==> src/rtl/execute.sv <==
// ---------------------------------------------------------------------------
// execute -- execute stage of the five-stage RV64 pipeline.
//
// Sits between decode and memory. Single-cycle ALU ops and load/store
// address generation are computed combinationally and registered into
// dataE. RV64M multiply/divide ops run through an iterative FSM
// (radix-2 shift-add multiply, restoring divide) and retire from DONE.
//
// Ports:
//   clk      in   clock
//   reset    in   synchronous active-high reset
//   flushde  in   hold dataE and the mul/div FSM (memory stage stalled)
//   flushall in   squash: kills any in-flight mul/div, invalidates dataE
//   dataD    in   decode bundle (pc, valid, instr, ctl, operands, csr info)
//   dataE    out  registered result bundle for the memory stage
//   stope    out  combinational; high while decode must hold dataD
// ---------------------------------------------------------------------------
package common;
    localparam int XLEN = 64;

    typedef enum logic [2:0] {
        OP_NOP, OP_ALU, OP_LD, OP_SD, OP_MULDIV
    } op_t;

    typedef enum logic [4:0] {
        ALU_ADD, ALU_SUB, ALU_SLL, ALU_SLT, ALU_SLTU, ALU_XOR, ALU_SRL,
        ALU_SRA, ALU_OR, ALU_AND, ALU_ADDW, ALU_SUBW, ALU_SLLW, ALU_SRLW,
        ALU_SRAW, ALU_MUL, ALU_MULH, ALU_MULHSU, ALU_MULHU, ALU_MULW,
        ALU_DIV, ALU_DIVU, ALU_REM, ALU_REMU, ALU_DIVW, ALU_DIVUW,
        ALU_REMW, ALU_REMUW
    } alufunc_t;

    typedef struct packed {
        op_t      op;
        alufunc_t alufunc;
    } control_t;

    typedef struct packed {
        logic [XLEN-1:0] pc;
        logic            valid;
        logic [31:0]     instr;
        control_t        ctl;
        logic [4:0]      dst;
        logic [XLEN-1:0] srca;
        logic [XLEN-1:0] srcb;
        logic [XLEN-1:0] rd2;
        logic [11:0]     csrdst;
        logic [XLEN-1:0] csr;
        logic            error;
    } decode_data_t;

    typedef struct packed {
        logic [XLEN-1:0] pc;
        logic            valid;
        logic [31:0]     instr;
        control_t        ctl;
        logic [4:0]      dst;
        logic [XLEN-1:0] result;
        logic [XLEN-1:0] rd2;
        logic [11:0]     csrdst;
        logic [XLEN-1:0] csr;
        logic            error;
    } excute_data_t;
endpackage

module execute
    import common::*;
(
    input  logic         clk,
    input  logic         reset,
    input  logic         flushde,
    input  logic         flushall,
    input  decode_data_t dataD,
    output excute_data_t dataE,
    output logic         stope
);

    typedef enum logic [1:0] {IDLE, MUL, DIV, DONE} state_t;

    function automatic logic [63:0] sext32(input logic [31:0] v);
        return {{32{v[31]}}, v};
    endfunction

    function automatic logic is_mul_f(input alufunc_t f);
        return f inside {ALU_MUL, ALU_MULH, ALU_MULHSU, ALU_MULHU, ALU_MULW};
    endfunction

    function automatic logic is_w_f(input alufunc_t f);
        return f inside {ALU_MULW, ALU_DIVW, ALU_DIVUW, ALU_REMW, ALU_REMUW};
    endfunction

    function automatic logic signed_a_f(input alufunc_t f);
        return f inside {ALU_MUL, ALU_MULH, ALU_MULHSU, ALU_MULW,
                         ALU_DIV, ALU_REM, ALU_DIVW, ALU_REMW};
    endfunction

    function automatic logic signed_b_f(input alufunc_t f);
        return f inside {ALU_MUL, ALU_MULH, ALU_MULW,
                         ALU_DIV, ALU_REM, ALU_DIVW, ALU_REMW};
    endfunction

    state_t       state, state_next;
    logic [6:0]   count;
    excute_data_t held;
    logic [127:0] acc;
    logic [63:0]  mcand, quo, rem, divisor;
    logic         neg_q, neg_r, div_zero;

    logic         is_mop, d_w, d_mul;
    logic [63:0]  opa, opb, mag_a, mag_b;
    logic         neg_a, neg_b;
    logic [63:0]  alu_out, ex_result;
    logic [64:0]  mul_sum, div_trial;
    logic [127:0] acc_next;
    logic [63:0]  quo_next, rem_next;
    alufunc_t     hf;
    logic         h_w;
    logic [127:0] prod, prod_s;
    logic [63:0]  q64, r64, md_result;
    excute_data_t pass_out, done_out;

    assign is_mop = dataD.valid && (dataD.ctl.op == OP_MULDIV);
    assign d_w    = is_w_f(dataD.ctl.alufunc);
    assign d_mul  = is_mul_f(dataD.ctl.alufunc);

    // Operand conditioning for mul/div: W forms look at the low word only,
    // then everything is reduced to a magnitude plus a sign flag.
    always_comb begin
        opa = dataD.srca;
        opb = dataD.srcb;
        if (d_w) begin
            opa = signed_a_f(dataD.ctl.alufunc) ? sext32(dataD.srca[31:0])
                                                : {32'b0, dataD.srca[31:0]};
            opb = signed_b_f(dataD.ctl.alufunc) ? sext32(dataD.srcb[31:0])
                                                : {32'b0, dataD.srcb[31:0]};
        end
        neg_a = signed_a_f(dataD.ctl.alufunc) & opa[63];
        neg_b = signed_b_f(dataD.ctl.alufunc) & opb[63];
        mag_a = neg_a ? (64'd0 - opa) : opa;
        mag_b = neg_b ? (64'd0 - opb) : opb;
    end

    // Single-cycle ALU; loads and stores use the adder for the address.
    always_comb begin
        alu_out = '0;
        case (dataD.ctl.alufunc)
            ALU_ADD:  alu_out = dataD.srca + dataD.srcb;
            ALU_SUB:  alu_out = dataD.srca - dataD.srcb;
            ALU_SLL:  alu_out = dataD.srca << dataD.srcb[5:0];
            ALU_SLT:  alu_out = {63'd0, $signed(dataD.srca) < $signed(dataD.srcb)};
            ALU_SLTU: alu_out = {63'd0, dataD.srca < dataD.srcb};
            ALU_XOR:  alu_out = dataD.srca ^ dataD.srcb;
            ALU_SRL:  alu_out = dataD.srca >> dataD.srcb[5:0];
            ALU_SRA:  alu_out = $unsigned($signed(dataD.srca) >>> dataD.srcb[5:0]);
            ALU_OR:   alu_out = dataD.srca | dataD.srcb;
            ALU_AND:  alu_out = dataD.srca & dataD.srcb;
            ALU_ADDW: alu_out = sext32(dataD.srca[31:0] + dataD.srcb[31:0]);
            ALU_SUBW: alu_out = sext32(dataD.srca[31:0] - dataD.srcb[31:0]);
            ALU_SLLW: alu_out = sext32(dataD.srca[31:0] << dataD.srcb[4:0]);
            ALU_SRLW: alu_out = sext32(dataD.srca[31:0] >> dataD.srcb[4:0]);
            ALU_SRAW: alu_out = sext32($unsigned($signed(dataD.srca[31:0]) >>> dataD.srcb[4:0]));
            default:  alu_out = '0;
        endcase
        if (dataD.ctl.op == OP_LD || dataD.ctl.op == OP_SD)
            ex_result = dataD.srca + dataD.srcb;
        else
            ex_result = alu_out;
    end

    // One iteration step of each engine. The multiplier adds into the top
    // half and shifts the whole accumulator right, consuming a multiplier
    // bit from the bottom. The divider shifts a dividend bit into the
    // partial remainder and keeps the trial subtraction only if it did
    // not go negative.
    always_comb begin
        mul_sum   = {1'b0, acc[127:64]} + (acc[0] ? {1'b0, mcand} : 65'd0);
        acc_next  = {mul_sum, acc[63:1]};
        div_trial = {rem, quo[63]} - {1'b0, divisor};
        if (!div_trial[64]) begin
            rem_next = div_trial[63:0];
            quo_next = {quo[62:0], 1'b1};
        end else begin
            rem_next = {rem[62:0], quo[63]};
            quo_next = {quo[62:0], 1'b0};
        end
    end

    // Final sign fix and result selection. For W ops only 32 iterations
    // run, so the product sits 32 bits up in the accumulator and the
    // quotient ends in the low word.
    always_comb begin
        hf     = held.ctl.alufunc;
        h_w    = is_w_f(hf);
        prod   = h_w ? {32'b0, acc[127:32]} : acc;
        prod_s = neg_q ? (128'd0 - prod) : prod;
        q64    = div_zero ? '1 : (neg_q ? (64'd0 - quo) : quo);
        r64    = div_zero ? held.result : (neg_r ? (64'd0 - rem) : rem);
        case (hf)
            ALU_MUL:                          md_result = prod_s[63:0];
            ALU_MULH, ALU_MULHSU, ALU_MULHU:  md_result = prod_s[127:64];
            ALU_MULW:                         md_result = sext32(prod_s[31:0]);
            ALU_DIV, ALU_DIVU:                md_result = q64;
            ALU_REM, ALU_REMU:                md_result = r64;
            ALU_DIVW, ALU_DIVUW:              md_result = sext32(q64[31:0]);
            ALU_REMW, ALU_REMUW:              md_result = sext32(r64[31:0]);
            default:                          md_result = '0;
        endcase
    end

    always_comb begin
        pass_out        = '0;
        pass_out.pc     = dataD.pc;
        pass_out.valid  = dataD.valid;
        pass_out.instr  = dataD.instr;
        pass_out.ctl    = dataD.ctl;
        pass_out.dst    = dataD.dst;
        pass_out.result = ex_result;
        pass_out.rd2    = dataD.rd2;
        pass_out.csrdst = dataD.csrdst;
        pass_out.csr    = dataD.csr;
        pass_out.error  = dataD.error;
        done_out        = held;
        done_out.valid  = 1'b1;
        done_out.result = md_result;
    end

    assign stope = (state == MUL) || (state == DIV) || ((state == IDLE) && is_mop);

    // Next-state logic. The counter holds the iterations still to run, so
    // the step taken with count == 1 is the last one.
    always_comb begin
        state_next = state;
        case (state)
            IDLE: begin
                if (is_mop) begin
                    if (d_mul)
                        state_next = MUL;
                    else if (opb == 64'd0)
                        state_next = DONE;
                    else
                        state_next = DIV;
                end
            end
            MUL, DIV: begin
                if (count == 7'd1)
                    state_next = DONE;
            end
            DONE:    state_next = IDLE;
            default: state_next = IDLE;
        endcase
    end

    // held.result keeps the raw dividend; it is the remainder when the
    // divisor is zero.
    always_ff @(posedge clk) begin
        if (reset || flushall) begin
            state       <= IDLE;
            count       <= '0;
            dataE.valid <= 1'b0;
        end else if (!flushde) begin
            state <= state_next;
            case (state)
                IDLE: begin
                    if (is_mop) begin
                        held        <= pass_out;
                        held.result <= dataD.srca;
                        count       <= d_w ? 7'd32 : 7'd64;
                        neg_q       <= neg_a ^ neg_b;
                        neg_r       <= neg_a;
                        div_zero    <= !d_mul && (opb == 64'd0);
                        acc         <= {64'd0, mag_b};
                        mcand       <= mag_a;
                        rem         <= '0;
                        quo         <= d_w ? {mag_a[31:0], 32'd0} : mag_a;
                        divisor     <= mag_b;
                    end
                end
                MUL: begin
                    acc   <= acc_next;
                    count <= count - 7'd1;
                end
                DIV: begin
                    rem   <= rem_next;
                    quo   <= quo_next;
                    count <= count - 7'd1;
                end
                default: ;
            endcase

            if (state == DONE)
                dataE <= done_out;
            else if (stope)
                dataE.valid <= 1'b0;
            else
                dataE <= pass_out;
        end
    end

endmodule

==> config.mk <==
export PLATFORM = sky130hd
export DESIGN_NAME = execute
export DESIGN_NICKNAME = d
export VERILOG_FILES = /design/src/rtl/execute.sv
export SDC_FILE = /design/constraint.sdc
export NUM_CORES = 2
export LEC_CHECK = 0
export CAP_MARGIN = 10
export CORE_MARGIN = 10
export CORE_UTILIZATION = 52
export CTS_BUF_LIST = sky130_fd_sc_hd__clkbuf_8
export DETAILED_ROUTE_END_ITERATION = 8
export HOLD_SLACK_MARGIN = 0.05
export PLACE_DENSITY_LB_ADDON = 0.25
export SETUP_SLACK_MARGIN = 0.5
export SLEW_MARGIN = 20
export SYNTH_ARGS = -nofsm -noshare
export SYNTH_HDL_FRONTEND = slang
export SYNTH_SLANG_ARGS = --single-unit
==> constraint.sdc <==
create_clock -name clk -period 52 [get_ports clk]
set_input_delay 10.4 -clock clk [delete_from_list [all_inputs] [get_ports clk]]
set_output_delay 10.4 -clock clk [all_outputs]
set_load 0.1 [all_outputs]
==> impl_metrics.toml <==
[outcome]
status = "complete, but fails checks"
violations = "DRC"

[power]
p_total_mw = 2.22
ir_drop_uv = 27.0
pwr_density_cell_mw_per_mm2 = 23.5
cellLeakagePower_nw = 34.4

[logic_synthesis]
postSynthNetCount = 9487
yosys_warnings = 0
ys_types = 104
synth_largest_area_cell = "edfxtp_1"
avgSynthCellArea_um2 = 9.26
synth-edff-count = 1014
synthFlopType = "edfxtp_1"
synth_area_leaders = "edfxtp_1 38%, ha_1 5.2%, mux2_2 4.5%"
postSynthCellCount = 8764
synthArstFlopShare_pct = 0
synth_seq_cells = 1024
yosys.cell_count.top_type = "edfxtp_1"
synthesis.area_mm2 = 0.0812
synth_seq_area_share_pct = 37.8
synth_common_cells = "1014 x edfxtp_1, 897 x nor2_1, 719 x a21oi_1, 678 x nand2_1, 608 x o21ai_0"
synth_top_area_share_pct = 37.5

[timing]
fin_worst_skew_ns = 0.128
tightest_slew_ns = 1.43
finalCritPeriodShare_pct = 45.4
relSlewSlack_pct = 4.09
min_period_ns = 23.62
setup_tns_ns = 0
setup_viol = 0
clock.fmax_mhz = 42.3
hold_viol_final = 0
slew_violations = 0
rsz0062_at_grt = "false"

[setup_path]
critPathRequiredTime_ns = 41.60
crit_path_start_kind = "input port"
crit_fanout = 6
end_kind = "primary output"
crit_type = "input port to primary output"
worstPathArrival_ns = 13.22

[drt]
first_pass_iters = 9
drtAntennaViolNets = 0
drt-initial-drc-count = 16800
wl_um = 439000
wl_per_cell_um = 38.2
drc_errors = 15
vias_per_cell = 7.37
num_vias = 84700

[die]
core_mm2 = 0.155
die_area_mm2 = 0.172
fp.dieW_um = 415
start_util_pct = 52.5
die_h_um = 415
rows = 144
io_pins = 699

[finish]
nets = 9987
drive_above_1_share_pct = 11.3
stdcell_area_mm2 = 0.0942
areaGrowthSynthToFinish_pct = 16.0

[place]
dp_hpwl_um = 331000
gp_congestion = 1.13
port_buffers = 698
postPlaceCellArea_mm2 = 0.0905

[cts]
cts_sinks = 1024
ctsResizeCount = 0
cts_buffer_depth = 3
cts_inserted_buffers = 169
path_clk_slew_ns = 0.07
cts_root_buf = "clkbuf_8"
clk_latency_ns = 1.01
holdBufCountCts = 0
h-tree-depth = 4
cts_tree = "yes"
post_cts_buffers = 0

[global_route]
grt_pass1_vias = 79500
grt-ovfl-total = 0
antenna_found_initial = 61
grt_pass1_wl_um = 602000
grt_max_degree = 187
grt.total_usage_pct = 48.1

[job]
drv_cap = 0

[hold_path]
worstHoldPathType = "flip-flop to flip-flop"
==> per-stage QoR <==
step           util [%]  setup slack, ns  cells  hold WS, ns
2_1_floorplan         -            21.54   8764        0.449
3_3_place_gp       58.5            28.51  11100        0.464
3_5_place_dp       58.5            28.41  11100        0.473
4_1_cts            60.7            28.40  11400        0.477
5_1_grt            60.8            28.28  11500        0.519
6_report           60.9            28.38  11500        0.493
==> cells by family after synthesis <==
group / count (synthesis) / share of synthesized area, %
xor+xnor: 520 / 5.61
flops: 1024 / 37.8
mux: 730 / 11.3
simple gates: 2570 / 14.7
buf+inv: 966 / 4.57
compound gates: 2614 / 20.8
fa+ha+maj: 340 / 5.28
==> registers in the layout (all words and copies together) (netlist names), 5 cells and up <==
register and count:
dataE 315, done_out 245, acc 128, divisor 64, held 64, quo 64, rem 64, mcand 63
count 7, hf 5
==> power by group <==
group          switching, mW  internal (mW)  leakage [nW]
clock                  0.388          0.363          1.87
sequential           0.00535          0.923          9.38
combinational          0.375          0.162          23.2
total                  0.769           1.45          34.4
==> layer usage <==
layer / vias up / global-route usage (%) / wire length (um) / part of all wire, %
li1: 34000 / - / - / -
met1: 40400 / 55.5 / 147000 / 33
met2: 8005 / 71.9 / 186000 / 42
met3: 2185 / 18.3 / 62800 / 14
met4: 40 / 36.8 / 43000 / 9.8
met5: - / 1.44 / 535 / 0.12
==> cell type report <==
type / count / area [um2]
Timing Repair Buffer: 941 / 8910
Clock inverter: 128 / 1010
Tap cell: 2044 / 2560
Sequential cell: 1024 / 30600
Fill cell: 12500 / 60400
Multi-Input combinational cell: 6774 / 47200
Clock buffer: 172 / 2370
Inverter: 354 / 1340
Antenna cell: 58 / 145
==> critical path: stages <==
cell             delay [ns]
clkdlybuf4s50_1        0.55
nor2_1                 0.21
nand4_1                0.45
nor2b_1                0.36
inv_1                  0.08
clkdlybuf4s50_1        1.15
==> cells in the final DEF, fill, tap and decap left out, types with 93 or more instances in the layout <==
cell and count:
mux2_2 322, inv_1 386, clkbuf_8 172, xnor2_1 321, nor3_1 183, mux4_2 117
buf_4 237, clkdlybuf4s50_1 687, o22ai_1 93, nand2_1 678, xor2_1 183, a221oi_1 97
edfxtp_1 1014, a31oi_1 95, mux2i_1 291, ha_1 333, and2_1 100, o21ai_0 599
a21o_1 120, a21oi_1 716, o31ai_1 108, nand3_1 165, nor2_1 886
==> worst paths after layout <==
path,from,endpoint,slack [ns],cells past startpoint
setup / recovery,dataD[280],stope,28.38,6
setup reg to reg,hf[2],dataE[171],44.83,15
hold / removal,done_out[35],dataE[35],0.49,1
hold reg to reg,done_out[35],dataE[35],0.49,1
No activity file was read; power rests on OpenSTA's default activity.
